## src/rtl/multi_dataflow_in_gate.sv

```systemverilog
// multi_dataflow_in_gate
//   Length-gated elastic input stage in front of the engine's inStream0 sink.
//   A job forwards exactly len_i words from the streamer to the engine
//   through a DEPTH-entry FIFO. Words beyond the job length are held off.
//   done_o pulses once the last word has left toward the engine. cnt_o reports
//   the number of words delivered in the current or last job.
//
// Optional feature (compile-time macro MULTI_DATAFLOW_IN_GATE_STRB_CHECK_EN):
//   defined   -> any accepted word whose strobe is not all-ones sets the
//                sticky err_o (cleared only by clear_i or reset). The word is
//                still forwarded unchanged.
//   undefined -> err_o is tied to 0 and no check logic exists.
//
// Ports
//   clk_i, rst_ni            clock, asynchronous active-low reset
//   clear_i                  synchronous soft clear
//   start_i, len_i           job start pulse (IDLE only) and job length
//   in_valid_i/in_ready_o    upstream handshake, in_data_i/in_strb_i payload
//   out_valid_o/out_ready_i  downstream handshake, out_data_o/out_strb_o payload
//   busy_o                   job in progress (RUN or DRAIN)
//   done_o                   one-cycle pulse at job end
//   cnt_o                    words delivered downstream
//   err_o                    sticky strobe error
module multi_dataflow_in_gate #(
  parameter int DATA_WIDTH = 32,
  parameter int DEPTH      = 4,
  parameter int LEN_WIDTH  = 16
) (
  input  logic                    clk_i,
  input  logic                    rst_ni,
  input  logic                    clear_i,
  input  logic                    start_i,
  input  logic [LEN_WIDTH-1:0]    len_i,
  input  logic                    in_valid_i,
  output logic                    in_ready_o,
  input  logic [DATA_WIDTH-1:0]   in_data_i,
  input  logic [DATA_WIDTH/8-1:0] in_strb_i,
  output logic                    out_valid_o,
  input  logic                    out_ready_i,
  output logic [DATA_WIDTH-1:0]   out_data_o,
  output logic [DATA_WIDTH/8-1:0] out_strb_o,
  output logic                    busy_o,
  output logic                    done_o,
  output logic [LEN_WIDTH-1:0]    cnt_o,
  output logic                    err_o
);

  localparam int STRB_W = DATA_WIDTH / 8;
  localparam int PTR_W  = $clog2(DEPTH);
  localparam int OCC_W  = $clog2(DEPTH + 1);

  localparam logic [1:0] S_IDLE  = 2'd0;
  localparam logic [1:0] S_RUN   = 2'd1;
  localparam logic [1:0] S_DRAIN = 2'd2;

  localparam logic [LEN_WIDTH-1:0] LEN_ONE  = LEN_WIDTH'(1);
  localparam logic [PTR_W-1:0]     PTR_ONE  = PTR_W'(1);
  localparam logic [OCC_W-1:0]     OCC_ONE  = OCC_W'(1);
  localparam logic [OCC_W-1:0]     OCC_FULL = OCC_W'(DEPTH);

  logic [1:0]            state;
  logic [LEN_WIDTH-1:0]  len_q;
  logic [LEN_WIDTH-1:0]  cnt_in;
  logic [LEN_WIDTH-1:0]  cnt_out;
  logic [PTR_W-1:0]      wr_ptr;
  logic [PTR_W-1:0]      rd_ptr;
  logic [OCC_W-1:0]      occ;
  logic                  done_q;

  logic [DATA_WIDTH-1:0] mem_data [DEPTH];
  logic [STRB_W-1:0]     mem_strb [DEPTH];

  logic full;
  logic empty;
  logic push;
  logic pop;
  logic last_in;
  logic last_out;

  assign full  = (occ == OCC_FULL);
  assign empty = (occ == '0);

  // Push is blocked whenever the FIFO is full, even if a pop happens in the
  // same cycle: there is no fall-through path from input to output.
  assign in_ready_o  = (state == S_RUN) && !full && (cnt_in < len_q);
  assign out_valid_o = !empty;

  assign push = in_valid_i && in_ready_o;
  assign pop  = out_valid_o && out_ready_i;

  // Final accepted word of the job, and the pop that empties the FIFO while
  // draining (no pushes can occur in DRAIN, so occupancy 1 means last word).
  assign last_in  = push && (cnt_in == len_q - LEN_ONE);
  assign last_out = pop && (occ == OCC_ONE);

  // Head of the FIFO drives the output; it reads as zero while empty so the
  // outputs are all zero after reset or clear.
  assign out_data_o = empty ? '0 : mem_data[rd_ptr];
  assign out_strb_o = empty ? '0 : mem_strb[rd_ptr];

  assign busy_o = (state != S_IDLE);
  assign done_o = done_q;
  assign cnt_o  = cnt_out;

  // FIFO storage: payload only, never reset.
  always_ff @(posedge clk_i) begin
    if (push) begin
      mem_data[wr_ptr] <= in_data_i;
      mem_strb[wr_ptr] <= in_strb_i;
    end
  end

  // Control: FSM, pointers, occupancy and counters.
  always_ff @(posedge clk_i or negedge rst_ni) begin
    if (!rst_ni) begin
      state   <= S_IDLE;
      len_q   <= '0;
      cnt_in  <= '0;
      cnt_out <= '0;
      wr_ptr  <= '0;
      rd_ptr  <= '0;
      occ     <= '0;
      done_q  <= 1'b0;
    end else if (clear_i) begin
      state   <= S_IDLE;
      len_q   <= '0;
      cnt_in  <= '0;
      cnt_out <= '0;
      wr_ptr  <= '0;
      rd_ptr  <= '0;
      occ     <= '0;
      done_q  <= 1'b0;
    end else begin
      done_q <= 1'b0;

      if (push) begin
        wr_ptr <= wr_ptr + PTR_ONE;
        cnt_in <= cnt_in + LEN_ONE;
      end
      if (pop) begin
        rd_ptr  <= rd_ptr + PTR_ONE;
        cnt_out <= cnt_out + LEN_ONE;
      end

      if (push && !pop) begin
        occ <= occ + OCC_ONE;
      end else if (!push && pop) begin
        occ <= occ - OCC_ONE;
      end

      case (state)
        S_IDLE: begin
          // FIFO is empty and input is held off here, so the counter clears
          // never collide with the increments above.
          if (start_i) begin
            len_q   <= len_i;
            cnt_in  <= '0;
            cnt_out <= '0;
            if (len_i == '0) begin
              done_q <= 1'b1;
            end else begin
              state <= S_RUN;
            end
          end
        end
        S_RUN: begin
          if (last_in) begin
            state <= S_DRAIN;
          end
        end
        S_DRAIN: begin
          if (last_out) begin
            state  <= S_IDLE;
            done_q <= 1'b1;
          end
        end
        default: begin
          state <= S_IDLE;
        end
      endcase
    end
  end

`ifdef MULTI_DATAFLOW_IN_GATE_STRB_CHECK_EN
  logic err_q;

  always_ff @(posedge clk_i or negedge rst_ni) begin
    if (!rst_ni) begin
      err_q <= 1'b0;
    end else if (clear_i) begin
      err_q <= 1'b0;
    end else if (push && (in_strb_i != {STRB_W{1'b1}})) begin
      err_q <= 1'b1;
    end
  end

  assign err_o = err_q;
`else
  assign err_o = 1'b0;
`endif

endmodule

```

## config.mk

```make
export PLATFORM = sky130hd
export DESIGN_NAME = multi_dataflow_in_gate
export DESIGN_NICKNAME = d
export VERILOG_FILES = /design/src/rtl/multi_dataflow_in_gate.sv
export SDC_FILE = /design/constraint.sdc
export NUM_CORES = 1
export LEC_CHECK = 0
export CAP_MARGIN = 10
export CELL_PAD_IN_SITES_DETAIL_PLACEMENT = 2
export CELL_PAD_IN_SITES_GLOBAL_PLACEMENT = 2
export CORE_MARGIN = 5
export CORE_UTILIZATION = 43
export CTS_BUF_LIST = sky130_fd_sc_hd__clkbuf_8
export DETAILED_ROUTE_END_ITERATION = 10
export GPL_TIMING_DRIVEN = 0
export PLACE_DENSITY_LB_ADDON = 0.1
export SETUP_SLACK_MARGIN = 0.05
export SYNTH_ARGS = -nofsm -noshare
export SYNTH_HDL_FRONTEND = slang
export SYNTH_SLANG_ARGS = --single-unit
```

## constraint.sdc

```tcl
create_clock -name clk_i -period 5 [get_ports clk_i]
set_input_delay 0.75 -clock clk_i [delete_from_list [all_inputs] [get_ports clk_i]]
set_output_delay 0.75 -clock clk_i [all_outputs]
set_load 0.01 [all_outputs]
```

==> flow_summary.json, run 1 <==
{
  "status": "completed",
  "die_h_um": 156,
  "fmax_ghz": 0.250,
  "die_w_um": 156,
  "syn_avg_cell_area_um2": 13.8,
  "period_needed_ps": 3990,
  "tns_ps": 0,
  "netlist_area_um2": 9200,
  "hpwl_um": 19200,
  "final_core_util_pct": 54.5,
  "required_ps": 4250,
  "diodes": 0,
  "switching_share_pct": 29.7,
  "hold_class": "primary input to asynchronous set/reset pin",
  "maxSlewHeadroom_pct": 34.7,
  "clk_path_buf_depth": 3,
  "core-area_um2": 21000,
  "cts-resized-gates": 0,
  "globalRouteTotalUtil_pct": 22.7,
  "synth_largest_area_cell": "edfxtp_1",
  "fin_nets": 909,
  "clock_sinks": 202,
  "cts_buffers": 36,
  "io_pins": 115,
  "final_hold_viol_count": 0,
  "dr.pass1.iters": 4,
  "initial_utilization_pct": 43.8,
  "synth_top_area_share_pct": 47.0,
  "holdBufCountCts": 0,
  "cts.clk_slew.worst_paths_ps": 70,
  "synthCells": 669,
  "drc_errors": 0,
  "worstMarginPinSlew_ps": 980,
  "power_density_nw_per_um2": 412,
  "pwr-share-seq_pct": 40.7,
  "port_buffers": 112,
  "finalCritPeriodShare_pct": 79.8,
  "cts-root-buf": "clkbuf_8",
  "yosysUniqueCellTypes": 55,
  "cts_tree": "built",
  "ys.flop_type": "edfxtp_1",
  "clock_power_share_pct": 30.8,
  "synthArstFlopShare_pct": 28.7,
  "vias_per_cell": 5.57,
  "grt_pass1_wl_um": 42700,
  "ys_ff_latch": 202,
  "ir_drop_mv": 0.221,
  "critPathArrivalTime_ps": 3240,
  "antenna_left": 0,
  "wl_um": 27200,
  "first_iter_violations": 303,
  "synth.yosys.seq_area_share_pct": 62.8,
  "clk_latency_ps": 530,
  "cell_internal_pwr_mw": 3.32,
  "finalSetupViolations": 0,
  "drive_above_1_share_pct": 12.4,
  "clock_skew_ps": 21.0,
  "grt_overflow_total": 0,
  "rows": 53,
  "p_leak_nw": 4.13,
  "combPwrFrac_pct": 28.5,
  "endpoint_kind": "primary output",
  "crit_path_start_kind": "flop",
  "yosysWarnings": 0,
  "avgRoutedWirePerCell_um": 24.2,
  "maxCapViolations": 0,
  "htree_levels": 2,
  "rsz0062_at_grt": "false",
  "fillers": 1941,
  "grt_max_degree": 35,
  "crit_type": "flop to primary output",
  "synth_nets": 754,
  "synth.area.top_cells": "edfxtp_1 (47%), dfrtp_1 (16%), mux4_2 (8.8%)",
  "synth_edf_count": 144,
  "die_area_um2": 24400,
  "power.net_switching_mw": 1.40,
  "vias": 6263,
  "antenna_found_initial": 0,
  "cp_max_fo": 10,
  "syn2layout_area_growth_pct": 24.6,
  "grt_pass1_vias": 7256,
  "slew_viol_final": 0,
  "gp_congestion": 0.765,
  "postCtsSetupBuffers": 0
}
routing by layer:
metal	track usage (%)	vias up	wire length, um	part of all wire [%]
li1	-	2788	-	-
met1	26.5	3256	10600	39
met2	42.6	170	14700	54
met3	4.04	49	1300	4.8
met4	6.82	0	648	2.4
met5	0	-	0	0
synth_stat cells, drive strengths merged (2+ instances only):
cell and instances:
and4 2, buf 6, nor3b 2, nand4 14, nand3 18, nor4 11
mux4 36, a211oi 3, ha 27, or3 12, nor2 40, nor2b 2
edfxtp 144, clkbuf 26, inv 25, mux2i 2, o21ai 14, xor2 20
a21oi 35, and3 11, nand2b 3, xnor2 27, nor3 9, dfrtp 58
and2 43, nand2 58
metrics by stage:
step                      instance area, um^2  std cells  worst slack, ps  power (mW)  hold slack, ps
after CTS                               11500       1125              892        4.81             359
final                                   11500       1125             1010        4.72             351
after floorplan                          9200        669             1700        2.62             454
after global placement                  10700       1056              641        3.23             527
after detailed placement                10800       1061             1350        3.32             550
after global routing                    11500       1125              727        4.98             409
logic make-up after synthesis:
group / synth area share [%]
AOI/OAI and AO/OA: 4.39
adders and majority gates: 3.67
muxes: 9.03
other: 0.0408
and+or+nand+nor: 13.2
xor gates and xnor gates: 4.48
buffers and inverters: 2.42
DFF: 62.8
worst paths after layout:
| path | slack (ps) | end | start | depth (start not counted) |
|---|---|---|---|---|
| min in group clk_i | 570 | cnt_o[15] | cnt_o[15] | 2 |
| min | 350 | cnt_o[14] | rst_ni | 1 |
| max | 1010 | out_data_o[23] | rd_ptr[0] | 5 |
| max in group asynchronous | 4000 | cnt_in[0] | rst_ni | 2 |
| max reg2reg | 1390 | mem_strb[2][0] | len_q[11] | 11 |
| min reg2reg | 570 | cnt_o[15] | cnt_o[15] | 2 |
layout make-up:
class | instances | area (um^2) | area share [%]
plain buffers | 32 | 129 | 1.12
clock buffers | 39 | 537 | 4.68
clock inverters | 25 | 134 | 1.17
inverters | 25 | 93.8 | 0.819
multi-input cells | 410 | 3210 | 28.0
flip-flops and latches | 202 | 5780 | 50.4
well taps | 275 | 344 | 3.00
repair buffers | 117 | 1250 | 10.9
sequential cells by signal, indices dropped and copies added (netlist names):
register and count:
mem_data 128, cnt_in 16, cnt_o 16, len_q 16, mem_strb 16, occ 3, rd_ptr 2, state 2
wr_ptr 2, done_o 1
placed cells by master, fill, tap and decap left out, types with 35 or more instances in the layout:
| cell type | netlist | routed |
|---|---|---|
| nor2_1 | 39 | 39 |
| dfrtp_1 | 58 | 58 |
| and2_1 | 43 | 39 |
| mux4_2 | 36 | 36 |
| a21oi_1 | 35 | 35 |
| clkdlybuf4s50_1 | 0 | 111 |
| nand2_1 | 58 | 58 |
| inv_1 | 25 | 42 |
| clkbuf_8 | 0 | 39 |
| edfxtp_1 | 144 | 144 |
critical path, stage by stage (launching register included):
cell and delay (ps):
dfrtp_1 380, clkbuf_1 620, buf_2 470, mux4_2 570
and2_1 180, clkdlybuf4s50_1 490
power groups by stage:
stage                     combinational (mW)  sequential, mW  clock (mW)
final                                   1.35            1.92        1.46
after global placement                  1.29            1.94           0
after floorplan                        0.680            1.94           0
after global routing                    1.45            1.93        1.61
after CTS                               1.38            1.92        1.51
after detailed placement                1.37            1.95           0
No activity file was read; power rests on OpenSTA's default activity.
==> run 2: changes to the inputs <==
Settings changed: CORE_UTILIZATION 43 to 36.
Clock period 5 ns to 3.3 ns, I/O delays scaled along.
==> flow_summary.json, run 2 (synthesized netlist as in run 1, its figures left out) <==
{
  "globalRouteTotalUtil_pct": 18.4,
  "maxSlewHeadroom_pct": 47.1,
  "core-area_um2": 25200,
  "rows": 58,
  "worstMarginPinSlew_ps": 794,
  "required_ps": 2800,
  "dr.pass1.iters": 4,
  "avgRoutedWirePerCell_um": 22.1,
  "gp_congestion": 0.824,
  "die_w_um": 170,
  "cp_max_fo": 10,
  "final_cell_mix": "edfxtp_1 (144), clkdlybuf4s50_1 (110), nand2_1 (58)",
  "setup_slack_ps": 187,
  "combPwrFrac_pct": 28.5,
  "die_area_um2": 28800,
  "vias_per_cell": 5.16,
  "antenna_found_initial": 0,
  "crit_family": "buffers and inverters",
  "ir_drop_mv": 0.315,
  "crit_buf_inv": 2,
  "final_core_util_pct": 45.7,
  "final_hold_viol_count": 0,
  "cts_buffers": 37,
  "endpoint_kind": "primary output",
  "largest_reg_flops": 128,
  "clock_sinks": 202,
  "grt_pass1_vias": 7074,
  "rsz0062_at_grt": "true",
  "regMostFlops": "mem_data",
  "antenna_left": 0,
  "critPathMaxStageDelay_ps": 620,
  "grt_pass1_wl_um": 41100,
  "maxCapViolations": 0,
  "clk_latency_ps": 530,
  "fin_nets": 908,
  "fillers": 2460,
  "mostFrequentLayoutCell": "edfxtp_1",
  "first_iter_violations": 370,
  "r2r_cells": 9,
  "critPathArrivalTime_ps": 2620,
  "pwr-share-seq_pct": 41.2,
  "holdBufCountCts": 0,
  "clk_path_buf_depth": 3,
  "cp_cell_sequence": "clkbuf_2, mux4_2, and2_1, clkdlybuf4s50_1",
  "power_density_nw_per_um2": 614,
  "slew_viol_final": 0,
  "clock_power_share_pct": 30.3,
  "initial_utilization_pct": 36.5,
  "grt_max_degree": 59,
  "finalCritPeriodShare_pct": 94.3,
  "wl_um": 26200,
  "clock_skew_ps": 42.0,
  "diodes": 0,
  "switching_share_pct": 29.4,
  "drc_errors": 0,
  "finalSetupViolations": 0,
  "cts_tree": "built",
  "grt_overflow_total": 0,
  "cts-root-buf": "clkbuf_8",
  "cell_internal_pwr_mw": 4.99,
  "status": "completed",
  "syn2layout_area_growth_pct": 25.2,
  "hpwl_um": 17800,
  "crit_path_start_kind": "flop",
  "dp_slack_ps": -489,
  "cp_num_cells": 4,
  "vias": 6094,
  "p_leak_nw": 4.14,
  "crit_type": "flop to primary output",
  "port_buffers": 112,
  "period_needed_ps": 3110,
  "io_pins": 115,
  "htree_levels": 2,
  "die_h_um": 170,
  "slowest_stage": "dfrtp_1",
  "fmax_ghz": 0.321,
  "cts.clk_slew.worst_paths_ps": 60,
  "drive_above_1_share_pct": 15.3,
  "hold_class": "primary input to asynchronous set/reset pin",
  "power.net_switching_mw": 2.08
}
## run 2: power groups by stage
stage               logic [mW]  registers (mW)  clock network (mW)
floorplan                 1.03            2.93                   0
finish                    2.01            2.91                2.14
CTS                       2.06            2.92                2.23
global placement          1.98            2.94                   0
detailed placement        2.02            2.96                   0
global route              2.19            2.93                2.36
## run 2: area by class of cell
type,count,area (um^2),area share (%)
clock inverters,28,129,1.12
inverters,25,93.8,0.815
well taps,330,413,3.59
clock buffers,39,537,4.66
repair buffers,115,1140,9.93
plain buffers,28,139,1.21
multi-input cells,414,3280,28.4
flip-flops and latches,202,5780,50.2
## run 2: through the flow
step                hold WS [ps]  setup TNS (ps)  cell area, um^2  instances  total power, mW
global route                 120               0            11500       1181             7.47
finish                      75.4               0            11500       1181             7.07
floorplan                    199               0             9200        669             3.96
detailed placement           539          -68130            10700       1111             4.97
CTS                         77.9               0            11500       1180             7.20
global placement             523          -86160            10700       1111             4.92
## run 2: timing repair
| item | in CTS | in global routing |
|---|---|---|
| pin swaps | 5 | 0 |
| resized for setup | 28 | 11 |
| gates cloned | 4 | 0 |
| setup endpoints to repair | 182 | 129 |
| setup buffers | 2 | 1 |
## run 2: metal layers
| metal | GRT usage (%) | vias to the layer above | part of all wire, % |
|---|---|---|---|
| met5 | 0 | - | 0 |
| met4 | 3.92 | 0 | 1.4 |
| met3 | 3.14 | 32 | 4.0 |
| met2 | 34.4 | 124 | 54 |
| met1 | 22.2 | 3152 | 41 |
| li1 | - | 2786 | - |
## run 2: final timing paths
check | start | end | slack (ps)
worst min-delay path | rst_ni | rd_ptr[1] | 80
worst max-delay path | rd_ptr[1] | out_data_o[8] | 190
max in group asynchronous | rst_ni | cnt_in[7] | 2650
min in group clk_i | clear_i | len_q[1] | 420
worst max register to register | len_q[15] | mem_data[0][11] | 290
worst min register to register | cnt_o[15] | cnt_o[15] | 540
